## src/rtl/vga_sync_decoder.sv

```systemverilog
// vga_sync_decoder
//   Recovers VGA timing from an incoming HSYNC/VSYNC pair. It measures the line
//   period, HSYNC width, lines per frame and VSYNC width, and identifies
//   640x480 or 800x600. It declares lock after LOCK_FRAMES consecutive matching
//   frames. While locked it regenerates pixel coordinates and an active flag.
// Ports:
//   i_clk          pixel clock
//   i_rst_n        asynchronous active-low reset
//   i_hsync        HSYNC input, active-low pulse
//   i_vsync        VSYNC input, active-low pulse
//   o_locked       mode identified and stable
//   o_mode         0 = 640x480, 1 = 800x600 (0 while unlocked)
//   o_active       recovered active region (0 while unlocked)
//   o_px_x/o_px_y  recovered column/row, 0 outside the active region
//   o_frame_start  one-cycle pulse per VSYNC falling edge
//   o_err          one-cycle pulse on a mismatch while locked, or on a timeout
module vga_sync_decoder #(
   parameter int LOCK_FRAMES = 2,
   parameter int TIMEOUT     = 2047
) (
   input  logic       i_clk,
   input  logic       i_rst_n,
   input  logic       i_hsync,
   input  logic       i_vsync,
   output logic       o_locked,
   output logic       o_mode,
   output logic       o_active,
   output logic [9:0] o_px_x,
   output logic [9:0] o_px_y,
   output logic       o_frame_start,
   output logic       o_err
);

   typedef enum logic [1:0] {ST_SEARCH, ST_VERIFY, ST_LOCKED} state_t;

   localparam int            TW     = $clog2(TIMEOUT + 1);
   localparam logic [TW-1:0] TO_MAX = TW'(TIMEOUT);

   // Synchroniser plus edge-detect pipeline
   logic hs_meta_q, hs_sync_q, hs_prev_q, hs_fall_q, hs_rise_q;
   logic vs_meta_q, vs_sync_q, vs_prev_q, vs_fall_q, vs_rise_q;

   // Measurement state
   logic [10:0]   hcnt_q, hcnt_d, h_period_q, h_period_d, h_sync_q, h_sync_d;
   logic [9:0]    vcnt_q, vcnt_d, v_total_q, v_total_d, v_sync_q, v_sync_d;
   logic [TW-1:0] to_cnt_q, to_cnt_d;

   // FSM state
   state_t     state_q, state_d;
   logic       mode_q, mode_d;
   logic [2:0] match_cnt_q, match_cnt_d;
   logic       armed_q, armed_d;

   // Registered outputs
   logic       locked_q, locked_d, mode_out_q, mode_out_d, active_q, active_d;
   logic [9:0] px_x_q, px_x_d, px_y_q, px_y_d;
   logic       frame_start_q, frame_start_d, err_q, err_d;

   function automatic logic mode_match(input logic m, input logic [10:0] hp,
                                       input logic [10:0] hs, input logic [9:0] vt,
                                       input logic [9:0] vs);
      if (m)
         return (hp == 11'd1056) && (hs == 11'd128) && (vt == 10'd628) && (vs == 10'd4);
      else
         return (hp == 11'd800) && (hs == 11'd96) && (vt == 10'd525) && (vs == 10'd2);
   endfunction

   logic [10:0] hcnt_inc, h_start, h_end, x_full, exp_hp, exp_hs;
   logic [9:0]  vcnt_inc, v_start, v_end, y_full, exp_vt, exp_vs;
   logic [2:0]  match_cnt_inc;
   logic        m0, m1, stored_match, line_bad, frame_bad, timeout, lock_next;

   always_comb begin
      // Saturating increments
      hcnt_inc = (hcnt_q == 11'h7FF) ? hcnt_q : hcnt_q + 11'd1;
      vcnt_inc = (vcnt_q == 10'h3FF) ? vcnt_q : vcnt_q + 10'd1;

      hcnt_d     = hs_fall_q ? 11'd0 : hcnt_inc;
      h_period_d = hs_fall_q ? hcnt_inc : h_period_q;
      h_sync_d   = hs_rise_q ? hcnt_inc : h_sync_q;

      // The VSYNC reset takes priority over an HSYNC increment in the same cycle
      vcnt_d = vcnt_q;
      if (vs_fall_q)      vcnt_d = 10'd0;
      else if (hs_fall_q) vcnt_d = vcnt_inc;
      v_total_d = vs_fall_q ? vcnt_q : v_total_q;
      v_sync_d  = vs_rise_q ? vcnt_q : v_sync_q;

      to_cnt_d = hs_fall_q ? '0 : ((to_cnt_q == TO_MAX) ? to_cnt_q : to_cnt_q + 1'b1);
      timeout  = (to_cnt_q == TO_MAX);

      // Mismatches are judged on the values being captured this cycle, so the
      // FSM reacts on the cycle right after the capturing edge.
      m0            = mode_match(1'b0, h_period_d, h_sync_d, v_total_d, v_sync_d);
      m1            = mode_match(1'b1, h_period_d, h_sync_d, v_total_d, v_sync_d);
      stored_match  = mode_q ? m1 : m0;
      exp_hp        = mode_q ? 11'd1056 : 11'd800;
      exp_hs        = mode_q ? 11'd128  : 11'd96;
      exp_vt        = mode_q ? 10'd628  : 10'd525;
      exp_vs        = mode_q ? 10'd4    : 10'd2;
      line_bad      = (hs_fall_q && (h_period_d != exp_hp)) || (hs_rise_q && (h_sync_d != exp_hs));
      frame_bad     = (vs_fall_q && (v_total_d != exp_vt)) || (vs_rise_q && (v_sync_d != exp_vs));
      match_cnt_inc = match_cnt_q + 3'd1;

      state_d     = state_q;
      mode_d      = mode_q;
      match_cnt_d = match_cnt_q;
      armed_d     = armed_q;
      err_d       = 1'b0;

      // armed_q marks that the frame now ending was observed from its start.
      // A frame cut short by reset, timeout or a mid-frame mismatch is never
      // trusted, so relock always takes one full frame plus LOCK_FRAMES frames.
      unique case (state_q)
         ST_SEARCH: begin
            if (vs_fall_q) begin
               armed_d = 1'b1;
               if (armed_q && (m0 || m1)) begin
                  mode_d      = m1;
                  match_cnt_d = 3'd1;
                  state_d     = (LOCK_FRAMES <= 1) ? ST_LOCKED : ST_VERIFY;
               end
            end
         end
         ST_VERIFY: begin
            if (vs_fall_q) begin
               if (stored_match) begin
                  match_cnt_d = match_cnt_inc;
                  if (int'(match_cnt_inc) >= LOCK_FRAMES) state_d = ST_LOCKED;
               end else begin
                  match_cnt_d = 3'd0;
                  state_d     = ST_SEARCH;
               end
            end
         end
         ST_LOCKED: begin
            if (line_bad || frame_bad) begin
               state_d     = ST_SEARCH;
               match_cnt_d = 3'd0;
               err_d       = 1'b1;
               armed_d     = vs_fall_q;   // a frame boundary starts a clean frame
            end
         end
         default: state_d = ST_SEARCH;
      endcase

      if (timeout) begin
         state_d     = ST_SEARCH;
         match_cnt_d = 3'd0;
         armed_d     = 1'b0;
         err_d       = (state_q == ST_LOCKED);
      end

      // Coordinates are gated by the next lock state so o_active never
      // outlives o_locked by a cycle.
      lock_next = (state_d == ST_LOCKED);
      h_start   = mode_d ? 11'd216  : 11'd144;
      h_end     = mode_d ? 11'd1016 : 11'd784;
      v_start   = mode_d ? 10'd27   : 10'd35;
      v_end     = mode_d ? 10'd627  : 10'd515;
      x_full    = hcnt_q - h_start;
      y_full    = vcnt_q - v_start;

      active_d      = lock_next && (hcnt_q >= h_start) && (hcnt_q < h_end) &&
                      (vcnt_q >= v_start) && (vcnt_q < v_end);
      px_x_d        = active_d ? x_full[9:0] : 10'd0;
      px_y_d        = active_d ? y_full : 10'd0;
      locked_d      = lock_next;
      mode_out_d    = lock_next && mode_d;
      frame_start_d = vs_fall_q;
   end

   always_ff @(posedge i_clk or negedge i_rst_n) begin
      if (!i_rst_n) begin
         hs_meta_q <= 1'b0; hs_sync_q <= 1'b0; hs_prev_q <= 1'b0;
         hs_fall_q <= 1'b0; hs_rise_q <= 1'b0;
         vs_meta_q <= 1'b0; vs_sync_q <= 1'b0; vs_prev_q <= 1'b0;
         vs_fall_q <= 1'b0; vs_rise_q <= 1'b0;
         hcnt_q <= '0; h_period_q <= '0; h_sync_q <= '0;
         vcnt_q <= '0; v_total_q <= '0; v_sync_q <= '0;
         to_cnt_q <= '0;
         state_q <= ST_SEARCH; mode_q <= 1'b0; match_cnt_q <= '0; armed_q <= 1'b0;
         locked_q <= 1'b0; mode_out_q <= 1'b0; active_q <= 1'b0;
         px_x_q <= '0; px_y_q <= '0; frame_start_q <= 1'b0; err_q <= 1'b0;
      end else begin
         hs_meta_q <= i_hsync;   hs_sync_q <= hs_meta_q;  hs_prev_q <= hs_sync_q;
         hs_fall_q <= hs_prev_q & ~hs_sync_q;
         hs_rise_q <= ~hs_prev_q & hs_sync_q;
         vs_meta_q <= i_vsync;   vs_sync_q <= vs_meta_q;  vs_prev_q <= vs_sync_q;
         vs_fall_q <= vs_prev_q & ~vs_sync_q;
         vs_rise_q <= ~vs_prev_q & vs_sync_q;
         hcnt_q <= hcnt_d; h_period_q <= h_period_d; h_sync_q <= h_sync_d;
         vcnt_q <= vcnt_d; v_total_q <= v_total_d; v_sync_q <= v_sync_d;
         to_cnt_q <= to_cnt_d;
         state_q <= state_d; mode_q <= mode_d; match_cnt_q <= match_cnt_d; armed_q <= armed_d;
         locked_q <= locked_d; mode_out_q <= mode_out_d; active_q <= active_d;
         px_x_q <= px_x_d; px_y_q <= px_y_d; frame_start_q <= frame_start_d; err_q <= err_d;
      end
   end

   assign o_locked      = locked_q;
   assign o_mode        = mode_out_q;
   assign o_active      = active_q;
   assign o_px_x        = px_x_q;
   assign o_px_y        = px_y_q;
   assign o_frame_start = frame_start_q;
   assign o_err         = err_q;

endmodule

```

## config.mk

```make
export PLATFORM = sky130hd
export DESIGN_NAME = vga_sync_decoder
export DESIGN_NICKNAME = d
export VERILOG_FILES = /design/src/rtl/vga_sync_decoder.sv
export SDC_FILE = /design/constraint.sdc
export NUM_CORES = 1
export LEC_CHECK = 0
export ABC_AREA = 0
export CAP_MARGIN = 10
export CORE_ASPECT_RATIO = 1.75
export CORE_MARGIN = 2
export CORE_UTILIZATION = 55
export CTS_CLUSTER_SIZE = 40
export DETAILED_ROUTE_END_ITERATION = 8
export PLACE_DENSITY = 0.77
export SLEW_MARGIN = 5
export SYNTH_ARGS = -nofsm -noshare
export SYNTH_HDL_FRONTEND = slang
export SYNTH_SLANG_ARGS = --single-unit
```

## constraint.sdc

```tcl
create_clock -name i_clk -period 4.6 [get_ports i_clk]
set_input_delay 0.46 -clock i_clk [delete_from_list [all_inputs] [get_ports i_clk]]
set_output_delay 0.46 -clock i_clk [all_outputs]
set_load 0.01 [all_outputs]
```

==> results.json, run 1 <==
{
  "status": "complete, but fails checks",
  "violations": "negative setup slack",
  "instances_no_fill": 861,
  "numCtsBuffers": 17,
  "fin_util_pct": 71.97,
  "skew_ns": 0.008376,
  "tightest_slew_ns": 0.7998,
  "rows": 51,
  "rsz0062_at_grt": "true",
  "synthArstFlopShare_pct": 100.0,
  "cap_violations": 0,
  "final_antenna_net_count": 0,
  "syn_area_um2": 6305,
  "seq_area_frac_synth_pct": 46.04,
  "htreeDepth": 4,
  "path_cells": "ha_4, and3_4, a21o_1, a31o_2, or4_4, or3_4, or4_4, o21ai_4, inv_4, ha_4, o21a_1, o21a_1, o21ai_2, nand2_2, nor2_2, o21ai_1, o211a_1, buf_6, a21bo_4, nor3_2",
  "hp-class": "input pin to asynchronous set/reset pin",
  "critPathLaunchType": "register",
  "synthTopCellsByCount": "116 x dfrtp_1, 47 x nor2_1, 37 x nand2_1",
  "synth_nets": 646,
  "netlist_instances": 622,
  "grt_max_degree": 65,
  "synth-seq-cells": 116,
  "globalplace.congestion": 0.9664,
  "vias": 5400,
  "arrival_ns": 5.02,
  "cts_tree": "done",
  "synth_xor_area_share_pct": 3.473,
  "place_area_um2": 7176,
  "ir_worst_vdd_mv": 0.3264,
  "chipWidth_um": 84.94,
  "synth_top_area_cell": "dfrtp_1",
  "finalSetupTns_ns": -0.5391,
  "synth_area_leaders": "dfrtp_1 46%, mux2_2 4.6%, ha_1 4.0%",
  "routed_wl_mm": 16.67,
  "synthFlopType": "dfrtp_1",
  "drive_above_1_share_pct": 30.45,
  "critPathKind": "register to register",
  "yosysMostFrequentCell": "dfrtp_1",
  "pin_count": 29,
  "slowest_stage": "or4_4",
  "cts.path.max_buffers": 2,
  "design_area_um2": 8036,
  "worst_slack_ns": -0.08797,
  "yosysWarnings": 0,
  "reg2reg_from": "hcnt_q[1]$_DFF_PN0_",
  "cts_root_buf": "clkbuf_16",
  "dpl.hpwl_mm": 11.56,
  "met1_usage_pct": 29.08,
  "final-hold-violation-count": 0,
  "p_leak_nw": 3.510,
  "p_per_area_nw_per_um2": 363.9,
  "max_stage_delay_ns": 0.55,
  "cp-end-kind": "register",
  "initial_core_util_pct": 56.46,
  "synth_fa_ha_area_share_pct": 3.969,
  "min_period_ns": 4.688,
  "core_area_um2": 11170,
  "grt_use_met2_pct": 48.03,
  "first_pass_iters": 5,
  "holdWs_ns": 0.1432,
  "grt_pass1_wl_mm": 26.43,
  "syn_to_final_growth_pct": 27.47,
  "period_share_pct": 101.9,
  "dieHeight_um": 145.6,
  "dp_cells": 822,
  "yosysUniqueCellTypes": 77,
  "avgSynthCellArea_um2": 10.14,
  "slew_headroom_pct": 46.68,
  "synth_edf_count": 0,
  "clock.fmax_ghz": 0.2133,
  "critPathRequiredTime_ns": 4.93,
  "synth-simple-area-share_pct": 23.38,
  "met3_usage_pct": 4.368,
  "routedWlPerCell_um": 19.36,
  "final_nets": 742,
  "reg2reg_depth": 20,
  "grt_pass1_vias": 5535,
  "setup_violations": 14,
  "antenna_found_initial": 0,
  "path_max_fanout": 6,
  "n_antenna_cell": 0,
  "grt_use_total_pct": 26.78,
  "clk-insertion-delay-late_ns": 0.41,
  "dr.first_iter.drc_count": 359,
  "synth_top_area_share_pct": 46.04,
  "clkTransAtPathRegs_ns": 0.06,
  "clkSinkCount": 116,
  "fillers": 745,
  "drv_slew": 0,
  "synthMuxAreaShare_pct": 4.803,
  "dieArea_um2": 12370,
  "startpoint": "hcnt_q[1]$_DFF_PN0_",
  "portBuffers": 28,
  "synth_top_family_by_area": "simple AND/OR/NAND/NOR gates",
  "drc": 0,
  "vias_per_cell": 6.272,
  "synth-compound-area-share_pct": 13.67,
  "busiest_layer": "met2",
  "gr-total-overflow": 0
}
-- worst max-delay path: cells and delay by family (launching register included) --
kind / cells / cell delay (ns)
simple gates: 7 / 1.89
compound gates: 9 / 1.58
fa+ha+maj: 2 / 0.48
flops: 1 / 0.42
buf+inv: 2 / 0.25
-- logic make-up (layout without fill, tap and decap cells) --
logic type      Yosys count  after routing
flops                   116            116
compound gates          119            119
mux                      27             27
simple gates            251            251
xor+xnor                 25             25
buf+inv                  64            171
fa+ha+maj                20             20
-- metal layers --
layer / up-vias / wire, um
met5: - / 0
met4: 0 / 697
met3: 59 / 691
met2: 219 / 9094
met1: 2678 / 6183
li1: 2444 / -
-- layout make-up --
cell class                      count  area (um^2)  area share [%]
Clock buffer                       19        442.9           5.511
Clock inverter                     11        160.2           1.993
Inverter                           29        111.4           1.386
Multi-Input combinational cell    442         3327           41.40
Sequential cell                   116         2905           36.15
Tap cell                          132        165.2           2.055
Timing Repair Buffer              112        924.6           11.51
-- layout by cell type, fill, tap and decap left out, drive strengths merged, types with 11 or more instances in the layout --
| cell type | n |
|---|---|
| a21oi | 28 |
| a31oi | 11 |
| buf | 85 |
| clkbuf | 19 |
| clkdlybuf4s50 | 27 |
| dfrtp | 116 |
| ha | 20 |
| inv | 29 |
| mux2 | 26 |
| nand2 | 37 |
| nand3 | 23 |
| nand4 | 16 |
| nor2 | 48 |
| nor3 | 34 |
| o21ai | 20 |
| or3 | 11 |
| xnor2 | 11 |
| xor2 | 14 |
-- final timing paths --
kind	end	slack (ns)
max	o_px_y[6]$_DFF_PN0_	-0.09
max reg2reg	o_px_y[6]$_DFF_PN0_	-0.09
min in group i_clk	hs_sync_q$_DFF_PN0_	0.35
min	o_locked$_DFF_PN0_	0.14
max in group asynchronous	hcnt_q[1]$_DFF_PN0_	3.23
min reg2reg	hs_sync_q$_DFF_PN0_	0.35
-- stage by stage --
step / setup WS, ns / power, mW
3_3_place_gp: -0.08175 / 1.532
4_1_cts: -0.01189 / 2.923
3_5_place_dp: -0.2038 / 1.551
2_1_floorplan: 0.001246 / 1.373
6_report: -0.08797 / 2.924
5_1_grt: -0.1943 / 3.020
-- what timing repair did --
action	in CTS	in global routing
setup buffers	4	4
setup endpoints to repair	21	21
pin swaps	2	14
hold buffers	0	0
hold endpoints to repair	0	0
gates resized for setup	11	34
gates cloned	0	1
-- power breakdown --
group	switching, mW	internal (mW)	leakage [nW]
registers	0.0654	1.10	1.55
clock network	0.450	0.907	0.294
logic	0.223	0.183	1.67
-- registers in the layout, indices dropped and copies added (netlist names), 2 cells and up --
register and count:
o_px_y 10, hcnt_q 11, vcnt_q 10, h_sync_q 11, match_cnt_q 3, state_q 2, o_px_x 10, v_sync_q 10
h_period_q 11, to_cnt_q 11, v_total_q 10
Note: power is estimated with default switching activity, not from simulation.
==> run 2, diff against run 1 <==
--- a/config.mk
+++ b/config.mk
@@ -17,3 +17,4 @@
 export SYNTH_ARGS = -nofsm -noshare
 export SYNTH_HDL_FRONTEND = slang
 export SYNTH_SLANG_ARGS = --single-unit
+export TNS_END_PERCENT = 50
==> run 2 against run 1 <==
The run still ends with negative setup slack left. Final cell count stayed put. Critical endpoint unchanged. Critical path type unchanged. Sequential share of layout area stayed put. Maximum frequency is 0.22% lower.
==> results.json, run 2 (synthesis gave the netlist of run 1 again) <==
{
  "drv_slew": 0,
  "routed_wl_mm": 16.67,
  "cap_violations": 0,
  "rsz0062_at_grt": "true",
  "final-hold-violation-count": 0,
  "routedWlPerCell_um": 19.36,
  "status": "complete, but fails checks",
  "drive_above_1_share_pct": 30.45,
  "slew_headroom_pct": 46.26,
  "cts_tree": "done",
  "dr.first_iter.drc_count": 386,
  "dpl.hpwl_mm": 11.56,
  "period_share_pct": 102.1,
  "fin_util_pct": 71.97,
  "critPathLaunchType": "register",
  "grt_use_total_pct": 26.78,
  "clkTransAtPathRegs_ns": 0.06,
  "fillers": 745,
  "first_pass_iters": 5,
  "grt_pass1_wl_mm": 26.43,
  "clock.fmax_ghz": 0.2128,
  "ir_worst_vdd_mv": 0.3251,
  "final_common_cell": "dfrtp_1",
  "cts_root_buf": "clkbuf_16",
  "clk-insertion-delay-late_ns": 0.41,
  "skew_ns": 0.008812,
  "drc": 0,
  "clkSinkCount": 116,
  "htreeDepth": 4,
  "hp-class": "input pin to asynchronous set/reset pin",
  "rows": 51,
  "gr-total-overflow": 0,
  "r2r_slack_ns": -0.1,
  "vias_per_cell": 6.321,
  "critPathRequiredTime_ns": 4.93,
  "max_stage_delay_ns": 0.55,
  "critical-path-top-delay-family": "simple AND/OR/NAND/NOR gates",
  "worstSetupEndpoint": "o_px_y[6]$_DFF_PN0_",
  "mostFrequentLayoutCells": "114 x dfrtp_1, 83 x buf_4, 46 x nor2_1, 32 x nand2_1, 27 x clkdlybuf4s50_1",
  "path_max_fanout": 6,
  "reg2reg_to": "o_px_y[6]$_DFF_PN0_",
  "dieArea_um2": 12370,
  "arrival_ns": 5.03,
  "p_total_mw": 2.925,
  "p_leak_nw": 3.510,
  "cts_hold_buf": 0,
  "violations": "negative setup slack",
  "cp-end-kind": "register",
  "final_antenna_net_count": 0,
  "reg2reg_from": "hcnt_q[1]$_DFF_PN0_",
  "min_period_ns": 4.698,
  "cts.path.max_buffers": 2,
  "cp_num_buf_inv": 2,
  "initial_core_util_pct": 56.46,
  "portBuffers": 28,
  "reg2reg_depth": 20,
  "pin_count": 29,
  "dieHeight_um": 145.6,
  "vias": 5442,
  "grt_pass1_vias": 5535,
  "path_cells": "ha_4, and3_4, a21o_1, a31o_2, or4_4, or3_4, or4_4, o21ai_4, inv_4, ha_4, o21a_1, o21a_1, o21ai_2, nand2_2, nor2_2, o21ai_1, o211a_1, buf_6, a21bo_4, nor3_2",
  "globalplace.congestion": 0.9664,
  "core_area_um2": 11170,
  "antenna_found_initial": 0,
  "n_antenna_cell": 0,
  "worst_slack_ns": -0.09820,
  "worst-path-stages": 20,
  "final_nets": 742,
  "numCtsBuffers": 17,
  "startpoint": "hcnt_q[1]$_DFF_PN0_",
  "setup_violations": 16,
  "tightest_slew_ns": 0.8060,
  "critPathKind": "register to register",
  "p_per_area_nw_per_um2": 363.9,
  "syn_to_final_growth_pct": 27.47,
  "grt_max_degree": 65,
  "slowest_stage": "or4_4",
  "chipWidth_um": 84.94
}
run 2: cell counts in the layout (fill, tap and decap cells not counted):
Identical to the previous run, type by type.
run 2: final cells by class:
class / count / area, um^2 / share of cell area (%)
multi-input cells: 442 / 3327 / 41.40
repair buffers: 112 / 924.6 / 11.51
clock buffers: 19 / 442.9 / 5.511
inverters: 29 / 111.4 / 1.386
flip-flops and latches: 116 / 2905 / 36.15
well taps: 132 / 165.2 / 2.055
clock inverters: 11 / 160.2 / 1.993
run 2: worst min-delay path by stage:
stage,startpoint,endpoint,slack [ns]
finish,i_rst_n,o_locked$_DFF_PN0_,0.13
global route,i_rst_n,o_locked$_DFF_PN0_,0.21
global placement,hs_meta_q$_DFF_PN0_,hs_sync_q$_DFF_PN0_,0.34
detailed placement,vs_meta_q$_DFF_PN0_,vs_sync_q$_DFF_PN0_,0.34
CTS,i_rst_n,o_locked$_DFF_PN0_,0.16
floorplan,i_rst_n,armed_q$_DFFE_PN0P_,0.16
run 2: per-stage QoR:
| stage | std cells | instance area [um^2] | hold slack [ns] | setup slack [ns] | setup TNS, ns |
|---|---|---|---|---|---|
| after floorplan | 622 | 6344 | 0.1644 | 0.001246 | 0 |
| after global placement | 822 | 7176 | 0.3358 | -0.08175 | -0.1189 |
| after detailed placement | 822 | 7176 | 0.3380 | -0.2038 | -1.415 |
| after CTS | 856 | 7853 | 0.1582 | -0.01189 | -0.01189 |
| after global routing | 861 | 8036 | 0.2078 | -0.1943 | -2.702 |
| final | 861 | 8036 | 0.1344 | -0.09820 | -0.6447 |
run 2: per-layer routing:
metal / GRT usage (%) / part of all wire (%) / vias up
met4: 15.56 / 4.4 / 0
met5: 0 / 0 / -
li1: - / - / 2446
met3: 4.368 / 4.3 / 63
met2: 48.03 / 54 / 213
met1: 29.08 / 37 / 2720
run 2: timing repair:
| action | in CTS | in global routing |
|---|---|---|
| pin swaps | 2 | 14 |
| gates cloned | 0 | 1 |
| setup endpoints to repair | 21 | 21 |
| setup buffers | 4 | 4 |
| resized for setup | 11 | 34 |
run 2: report_power, final:
group / switching (mW) / total (mW) / internal (mW) / leakage, nW
Sequential: 0.0647 / 1.16 / 1.10 / 1.55
Combinational: 0.224 / 0.407 / 0.183 / 1.67
Clock: 0.450 / 1.36 / 0.907 / 0.294
Total: 0.739 / 2.92 / 2.19 / 3.51
